<file path="src/rtl/cpu_pkg.sv">
// Shared definitions for the accumulator CPU: opcodes, sequencer states,
// instruction field positions and the registered control bundle.
package cpu_pkg;

    localparam int unsigned INSTR_W  = 16;
    localparam int unsigned OPC_W    = 4;
    localparam int unsigned OPND_W   = 12;
    localparam int unsigned OPC_LSB  = 12;
    localparam int unsigned OPND_LSB = 0;
    localparam int unsigned ALU_W    = OPC_W;

    localparam logic [OPC_W-1:0] OP_LDI   = 4'b1011;
    localparam logic [OPC_W-1:0] OP_STORE = 4'b0010;
    localparam logic [OPC_W-1:0] OP_JMP   = 4'b1110;
    localparam logic [OPC_W-1:0] OP_HALT  = 4'b1111;

    typedef enum logic [2:0] {
        IDLE      = 3'd0,
        FETCH     = 3'd1,
        DECODE    = 3'd2,
        EXECUTE   = 3'd3,
        MEM       = 3'd4,
        WRITEBACK = 3'd5,
        HALTED    = 3'd6
    } seq_state_t;

    // Control outputs, registered as one bundle so they change only at clock edges
    typedef struct packed {
        logic             imem_req;
        logic [ALU_W-1:0] alu_mode;
        logic             mux2_sel;
        logic             dmem_we;
        logic             acc_we;
        logic             busy;
        logic             halted;
    } ctrl_t;

    function automatic logic [OPC_W-1:0] instr_opcode(input logic [INSTR_W-1:0] instr);
        return instr[OPC_LSB +: OPC_W];
    endfunction

    function automatic logic [OPND_W-1:0] instr_operand(input logic [INSTR_W-1:0] instr);
        return instr[OPND_LSB +: OPND_W];
    endfunction

endpackage

</file>
<file path="src/rtl/pc_counter.sv">
// Program counter: synchronous reset to START_ADDR, load, or modulo increment.
module pc_counter #(
    parameter int unsigned          PC_W       = 8,
    parameter logic [PC_W-1:0]      START_ADDR = '0
) (
    input  logic            clk,
    input  logic            rst_n,
    input  logic            ld,
    input  logic [PC_W-1:0] ld_val,
    input  logic            inc,
    output logic [PC_W-1:0] pc
);

    // Reset wins, then load, then increment (wraps naturally at all-ones)
    always_ff @(posedge clk) begin
        if (!rst_n) begin
            pc <= START_ADDR;
        end else if (ld) begin
            pc <= ld_val;
        end else if (inc) begin
            pc <= pc + PC_W'(1);
        end
    end

endmodule

</file>
<file path="src/rtl/instr_sequencer.sv">
// Fetch/decode/execute sequencer for the accumulator CPU. Owns PC and IR and
// drives datapath strobes one phase at a time.
module instr_sequencer
    import cpu_pkg::*;
#(
    parameter int unsigned     PC_W       = 8,
    parameter logic [PC_W-1:0] START_ADDR = '0
) (
    input  logic               clk,
    input  logic               rst_n,
    input  logic               run,
    output logic [PC_W-1:0]    imem_addr,
    output logic               imem_req,
    input  logic [INSTR_W-1:0] imem_data,
    input  logic               imem_valid,
    output logic [OPND_W-1:0]  ir_operand,
    output logic [ALU_W-1:0]   alu_mode,
    output logic               mux2_sel,
    output logic               dmem_we,
    input  logic               dmem_ready,
    output logic               acc_we,
    output logic               busy,
    output logic               halted
);

    seq_state_t         state;
    seq_state_t         state_nxt;
    logic [INSTR_W-1:0] ir;
    logic [INSTR_W-1:0] ir_nxt;
    logic [OPC_W-1:0]   opc;
    logic [OPC_W-1:0]   opc_nxt;
    logic               pc_ld;
    logic               pc_inc;
    logic [PC_W-1:0]    pc_ld_val;
    logic [PC_W-1:0]    pc;
    logic               exec_ph;
    ctrl_t              ctrl_nxt;
    ctrl_t              ctrl_q;

    assign opc = instr_opcode(ir);

    pc_counter #(
        .PC_W       (PC_W),
        .START_ADDR (START_ADDR)
    ) u_pc (
        .clk    (clk),
        .rst_n  (rst_n),
        .ld     (pc_ld),
        .ld_val (pc_ld_val),
        .inc    (pc_inc),
        .pc     (pc)
    );

    // Next state, IR capture and PC update requests
    always_comb begin
        state_nxt = state;
        ir_nxt    = ir;
        pc_ld     = 1'b0;
        pc_inc    = 1'b0;
        pc_ld_val = START_ADDR;
        case (state)
            IDLE, HALTED: begin
                if (run) begin
                    pc_ld     = 1'b1;
                    state_nxt = FETCH;
                end
            end
            FETCH: begin
                if (imem_valid) begin
                    ir_nxt    = imem_data;
                    state_nxt = DECODE;
                end
            end
            DECODE: begin
                if (opc == OP_JMP) begin
                    pc_ld     = 1'b1;
                    pc_ld_val = PC_W'(instr_operand(ir));
                    state_nxt = FETCH;
                end else if (opc == OP_HALT) begin
                    state_nxt = HALTED;
                end else begin
                    state_nxt = EXECUTE;
                end
            end
            EXECUTE: begin
                state_nxt = (opc == OP_STORE) ? MEM : WRITEBACK;
            end
            MEM: begin
                if (dmem_ready) begin
                    pc_inc    = 1'b1;
                    state_nxt = FETCH;
                end
            end
            WRITEBACK: begin
                pc_inc    = 1'b1;
                state_nxt = FETCH;
            end
            default: begin
                state_nxt = IDLE;
            end
        endcase
    end

    // Control bundle decoded from the state/IR about to be registered
    always_comb begin
        ctrl_nxt          = '0;
        opc_nxt           = instr_opcode(ir_nxt);
        exec_ph           = (state_nxt == EXECUTE) || (state_nxt == WRITEBACK);
        ctrl_nxt.imem_req = (state_nxt == FETCH);
        ctrl_nxt.alu_mode = exec_ph ? opc_nxt : '0;
        ctrl_nxt.mux2_sel = exec_ph && (opc_nxt == OP_LDI);
        ctrl_nxt.dmem_we  = (state_nxt == MEM);
        ctrl_nxt.acc_we   = (state_nxt == WRITEBACK);
        ctrl_nxt.busy     = (state_nxt != IDLE) && (state_nxt != HALTED);
        ctrl_nxt.halted   = (state_nxt == HALTED);
    end

    // State, IR and control registers; reset clears any pending strobe
    always_ff @(posedge clk) begin
        if (!rst_n) begin
            state  <= IDLE;
            ir     <= '0;
            ctrl_q <= '0;
        end else begin
            state  <= state_nxt;
            ir     <= ir_nxt;
            ctrl_q <= ctrl_nxt;
        end
    end

    assign imem_addr  = pc;
    assign ir_operand = instr_operand(ir);
    assign imem_req   = ctrl_q.imem_req;
    assign alu_mode   = ctrl_q.alu_mode;
    assign mux2_sel   = ctrl_q.mux2_sel;
    assign dmem_we    = ctrl_q.dmem_we;
    assign acc_we     = ctrl_q.acc_we;
    assign busy       = ctrl_q.busy;
    assign halted     = ctrl_q.halted;

endmodule

</file>
<file path="config.mk">
export PLATFORM = sky130hd
export DESIGN_NAME = instr_sequencer
export DESIGN_NICKNAME = d
export VERILOG_FILES = /design/src/rtl/cpu_pkg.sv /design/src/rtl/pc_counter.sv /design/src/rtl/instr_sequencer.sv
export SDC_FILE = /design/constraint.sdc
export NUM_CORES = 1
export LEC_CHECK = 0
export ABC_AREA = 1
export ABC_CLOCK_PERIOD_IN_PS = 1660
export CORE_MARGIN = 10
export CORE_UTILIZATION = 45
export CTS_CLUSTER_SIZE = 14
export DETAILED_ROUTE_END_ITERATION = 7
export GPL_TIMING_DRIVEN = 1
export PLACE_DENSITY = 0.72
export SYNTH_ARGS = -nofsm -noshare
export SYNTH_HDL_FRONTEND = slang
export SYNTH_SLANG_ARGS = --single-unit
</file>
<file path="constraint.sdc">
create_clock -name clk -period 1.66 [get_ports clk]
set_input_delay 0.332 -clock clk [delete_from_list [all_inputs] [get_ports clk]]
set_output_delay 0.332 -clock clk [all_outputs]
set_load 0.005 [all_outputs]
</file>
==> flow_summary.ini, run 1 <==
[power_and_ir_drop]
p_per_area_nw_per_um2 = 946
combinationalPowerShare_pct = 19.7
power_frac_seq_pct = 44.9
clkPwrFrac_pct = 35.4
p_leak_uw = 0.00102
vdd.ir_drop.worst_v = 0.000605
swShare_pct = 25.6
p_switching_uw = 574
intPower_uw = 1670

[critical_path]
cp_num_buf_inv = 1
critPathSlowestCell = clkdlybuf4s50_1
crit_family = buffers and inverters
cp-end-kind = primary output
cp_cell_sequence = clkdlybuf4s50_1
arrival_ns = 1.26
start_kind = flip-flop
critical-path-max-stage-delay_ns = 0.54
required_ns = 1.33
crit_type = flip-flop to primary output
critical_path.max_fanout = 6

[clock_tree]
hold_buffers = 0
ctsResizeCount = 0
cts_root_buffer = clkbuf_8
htree_num_levels = 2
cts_tree = done
cts_sinks = 37
post_cts_buffers = 0
clkTransAtPathRegs_ns = 0.07
cts_made_buffers = 5
clock_latency_ns = 0.29
clk_path_buf_depth = 2

[flow_run]
max_cap_violations = 0

[synth]
ys_seq_area_share_pct = 42.3
netlist-cell-type-count = 26
syn-cell-area_um2 = 1750
ys_ff_latch = 37
syn-mean-instance-area_um2 = 6.86
syn-num-nets = 277
synthCells = 255
yosysWarnings = 0

[finish]
fin_area_um2 = 2370
nFillCells = 349
post-route-util_pct = 63.8
drive_gt1_share_pct = 9.87
fin_cells = 352
antenna_cells = 0
syn2layout_area_growth_pct = 35.6
regArea_um2 = 741
multiInputGateArea_um2 = 771
nets = 325

[sta]
period_needed_ns = 1.59
max_freq_ghz = 0.629
setup_tns_ns = 0
skew_ns = 0.00708
drv_slew = 0
final-setup-viol-count = 0
finalWorstSetupSlack_ns = 0.0702
rsz0062_at_grt = no
finalCritPeriodShare_pct = 95.8
slew_headroom_pct = 78.0
worst_pin_slew_ns = 0.329
hold_viol_final = 0

[place]
place.gp.congestion = 0.900
dp.cells = 344
io_buffers = 50
post-dp-hpwl_mm = 3.29
pre_cts_ws_ns = -0.0448
placed_cell_area_um2 = 2260

[global_route]
grt.total_usage_pct = 13.3
grt-ovfl-total = 0
grt_antenna_before_repair = 0
grt_max_degree = 21
grt_pass1_vias = 1568
grt_pass1_wl_mm = 7.08

[status]
status = finished clean

[die]
dieArea_um2 = 6780
fp.dieW_um = 82.3
ios = 51
initial_core_util_pct = 47.1
rows = 22
dieHeight_um = 82.3
coreArea_um2 = 3720

[min_path]
hold_class = flip-flop to flip-flop

[route]
drt_pass1_iterations = 5
vias = 1716
drt_wl_total_mm = 4.29
drt_iter0_drc = 165
drt.antenna.violating_nets = 0
via_per_inst = 4.88
drc = 0
drt-wirelength-per-cell_um = 12.2
final timing paths:
kind / from / to / slack, ns / depth (start not counted)
worst min-delay path: ir[1] / u_pc.pc[1] / 0.48 / 2
worst max-delay path: u_pc.pc[4] / imem_addr[4] / 0.07 / 1
worst max register to register: state[0] / mux2_sel / 0.24 / 8
worst min register to register: ir[1] / u_pc.pc[1] / 0.48 / 2
placed cells by master, fill, tap and decap left out, drive strengths merged:
cell type,netlist,final
inv,28,28
o211ai,2,2
ha,1,1
nor4,1,1
clkbuf,2,7
nor2,62,62
or2,1,1
nand3b,1,1
nand2,51,51
nand4,4,4
clkdlybuf4s50,0,50
buf,16,9
clkinv,1,1
bufinv,0,1
o21ai,21,21
a21oi,11,11
dfxtp,37,37
nand3,16,16
power groups by stage:
stage          Sequential (uW)  Clock, uW  Combinational (uW)
3_3_place_gp              1030          0                 440
2_1_floorplan             1020          0                 264
4_1_cts                   1010        817                 447
5_1_grt                   1010        845                 500
6_report                  1010        795                 442
3_5_place_dp              1030          0                 444
cells by family after synthesis:
group,after synthesis,synth area share (%)
buffers and inverters,47,13.6
adders and majority gates,1,0.715
AOI/OAI and AO/OA,34,10.2
and+or+nand+nor,136,33.1
DFF,37,42.3
flip-flops by register name, summed over array words and instances, names as in the netlist, 3 cells and up:
name / flops
alu_mode: 4
state: 3
u_pc.pc: 8
ir: 16
final cells by class:
cell class | count | area share (%)
clock buffers | 7 | 3.64
clock inverters | 1 | 1.27
inverters | 29 | 4.91
multi-input cells | 171 | 32.5
flip-flops and latches | 37 | 31.2
well taps | 48 | 2.53
repair buffers | 59 | 23.9
cell usage after synthesis:
cell type	n	area [um^2]
a21oi_1	11	55.1
buf_1	2	7.51
buf_2	1	5.00
buf_4	12	90.1
buf_6	1	11.3
clkbuf_1	2	7.51
clkinv_4	1	8.76
dfxtp_1	37	741
ha_1	1	12.5
inv_1	25	93.8
inv_2	2	7.51
inv_4	1	6.26
nand2_1	48	180
nand2_2	3	18.8
nand3_1	15	75.1
nand3_4	1	17.5
nand3b_1	1	7.51
nand4_1	4	25.0
nor2_1	58	218
nor2_2	4	25.0
nor4_1	1	6.26
o211ai_1	2	15.0
o21ai_0	16	80.1
o21ai_1	4	20.0
o21ai_2	1	8.76
or2_2	1	6.26
stage by stage:
stage	total power [uW]	hold WS [ns]
after floorplan	1280	0.454
after global placement	1470	0.463
after detailed placement	1470	0.469
after CTS	2270	0.486
after global routing	2360	0.498
final	2240	0.477
routing by layer:
layer | wire, um | global-route usage, % | part of all wire, %
met4 | 85 | 7.65 | 2.0
met1 | 1930 | 16.3 | 45
met3 | 398 | 4.21 | 9.3
met5 | 0 | 0 | 0
met2 | 1880 | 20.1 | 44
tightest hold or removal path, cell delays in order (launching register included):
cell and delay [ns]:
dfxtp_1 0.33, nand2_1 0.06, a21oi_1 0.05
Power figures use the tool's default switching activity.
==> run 2, diff against run 1 <==
--- a/config.mk
+++ b/config.mk
@@ -7,8 +7,10 @@
 export LEC_CHECK = 0
 export ABC_AREA = 1
 export ABC_CLOCK_PERIOD_IN_PS = 1660
+export CAP_MARGIN = 5
 export CORE_MARGIN = 10
 export CORE_UTILIZATION = 45
+export CTS_CLUSTER_DIAMETER = 100
 export CTS_CLUSTER_SIZE = 14
 export DETAILED_ROUTE_END_ITERATION = 7
 export GPL_TIMING_DRIVEN = 1
==> results of run 2 <==
Final layout, timing and power as in run 1 (identical DEF).
==> run 3, diff against run 2 <==
--- a/config.mk
+++ b/config.mk
@@ -9,12 +9,14 @@
 export ABC_CLOCK_PERIOD_IN_PS = 1660
 export CAP_MARGIN = 5
 export CORE_MARGIN = 10
-export CORE_UTILIZATION = 45
+export CORE_UTILIZATION = 61
 export CTS_CLUSTER_DIAMETER = 100
 export CTS_CLUSTER_SIZE = 14
 export DETAILED_ROUTE_END_ITERATION = 7
+export DONT_BUFFER_PORTS = 1
 export GPL_TIMING_DRIVEN = 1
-export PLACE_DENSITY = 0.72
+export PLACE_DENSITY = 0.73
+export RECOVER_POWER = 50
 export SYNTH_ARGS = -nofsm -noshare
 export SYNTH_HDL_FRONTEND = slang
 export SYNTH_SLANG_ARGS = --single-unit
==> flow_summary.ini, run 3 (synthesized netlist as in run 1, its figures left out) <==
[status]
status = finished clean

[route]
drt_pass1_iterations = 4
drt.antenna.violating_nets = 0
vias = 1449
drt-wirelength-per-cell_um = 14.0
via_per_inst = 5.21
drt_wl_total_mm = 3.89
drc = 0
drt_iter0_drc = 147

[clock_tree]
clk_path_buf_depth = 2
cts_root_buffer = clkbuf_4
cts_tree = done
cts_made_buffers = 5
htree_num_levels = 2
hold_buffers = 0
clock_latency_ns = 0.34
cts_sinks = 37
clkTransAtPathRegs_ns = 0.11

[sta]
worst_pin_slew_ns = 0.398
finalCritPeriodShare_pct = 89.5
slew_headroom_pct = 73.4
rsz0062_at_grt = no
drv_slew = 0
final-setup-viol-count = 0
max_freq_ghz = 0.673
period_needed_ns = 1.49
hold_viol_final = 0
setup_tns_ns = 0
skew_ns = 0.00429

[die]
coreArea_um2 = 2760
dieHeight_um = 73.6
rows = 19
initial_core_util_pct = 63.4
dieArea_um2 = 5410
fp.dieW_um = 73.6
ios = 51

[power_and_ir_drop]
p_per_area_nw_per_um2 = 1000
p_leak_uw = 0.000773
vdd.ir_drop.worst_v = 0.000826

[global_route]
grt_max_degree = 22
grt_pass1_vias = 1360
grt-ovfl-total = 0
grt_antenna_before_repair = 0
grt.total_usage_pct = 15.1
grt_pass1_wl_mm = 6.49

[critical_path]
cp-end-kind = flip-flop
critical-path-max-stage-delay_ns = 0.48
required_ns = 1.94
cp_cell_sequence = inv_2, nor2_2, nand3_4, inv_8, nor2_1, a21oi_1, nand3_1, nor2_1
arrival_ns = 1.77
critical_path.max_fanout = 19
crit_type = flip-flop to flip-flop
crit_path_frequent_cell = nor2_1
critPathSlowestCell = dfxtp_1
start_kind = flip-flop

[finish]
nFillCells = 265
regArea_um2 = 741
final_cell_mix = 58 x nor2_1, 48 x nand2_1, 37 x dfxtp_1
syn2layout_area_growth_pct = -1.00
post-route-util_pct = 62.8
regMostFlops = ir
nets = 268
largest_reg_flops = 16
antenna_cells = 0
multiInputGateArea_um2 = 771
final_common_cell = nor2_1
drive_gt1_share_pct = 8.91

[place]
place.gp.congestion = 0.858
post-dp-hpwl_mm = 2.94
io_buffers = 0

[min_path]
hold_class = input port to flip-flop

[flow_run]
max_cap_violations = 0
run 3: path summary, 6_finish.rpt:
check | endpoint | slack [ns] | depth (start not counted) | start
min reg2reg | u_pc.pc[1] | 0.51 | 2 | ir[1]
max reg2reg | mux2_sel | 0.17 | 8 | state[0]
max | mux2_sel | 0.17 | 8 | state[0]
min | busy | 0.12 | 2 | rst_n
run 3: repair_timing:
action                                 in CTS  in global routing
endpoints found under the hold margin       0                  0
gates resized for setup                     0                  2
setup buffers                               0                  1
setup endpoints to repair                   0                  6
run 3: metal layers:
layer	GRT usage (%)	share of wire [%]	vias to the layer above
li1	-	-	773
met1	18.2	43	615
met2	21.7	43	56
met3	9.02	13	5
met4	5.18	1.2	0
met5	0	0	-
run 3: through the flow:
stage | total power (uW) | hold slack, ns | area (um^2) | std cells | setup slack, ns
after floorplan | 1280 | 0.454 | 1750 | 255 | 0.366
after global placement | 1290 | 0.462 | 1670 | 269 | 0.104
after detailed placement | 1300 | 0.471 | 1670 | 269 | 0.0982
after CTS | 1750 | 0.0965 | 1730 | 277 | 0.0742
after global routing | 1860 | 0.0966 | 1730 | 278 | 0.0124
final | 1740 | 0.118 | 1730 | 278 | 0.174
run 3: cell type report:
cell class	instances	share of cell area (%)
Clock inverter	2	0.578
Timing Repair Buffer	2	0.650
Inverter	29	6.86
Tap cell	31	2.24
Clock buffer	6	2.38
Multi-Input combinational cell	171	44.5
Sequential cell	37	42.8
run 3: critical path, delay by kind of cell, from the launching register on:
| kind | cells | cell delay (ns) |
|---|---|---|
| AO/OA/AOI/OAI | 1 | 0.16 |
| buffers and inverters | 2 | 0.19 |
| flip-flops | 1 | 0.48 |
| AND/OR/NAND/NOR | 5 | 0.59 |
run 3: power breakdown:
group / leakage [uW] / internal (uW) / switching [uW]
sequential: 0.000302 / 952 / 68.2
combinational: 0.000439 / 91.7 / 169
clock: 0.0000320 / 161 / 295
total: 0.000773 / 1210 / 533
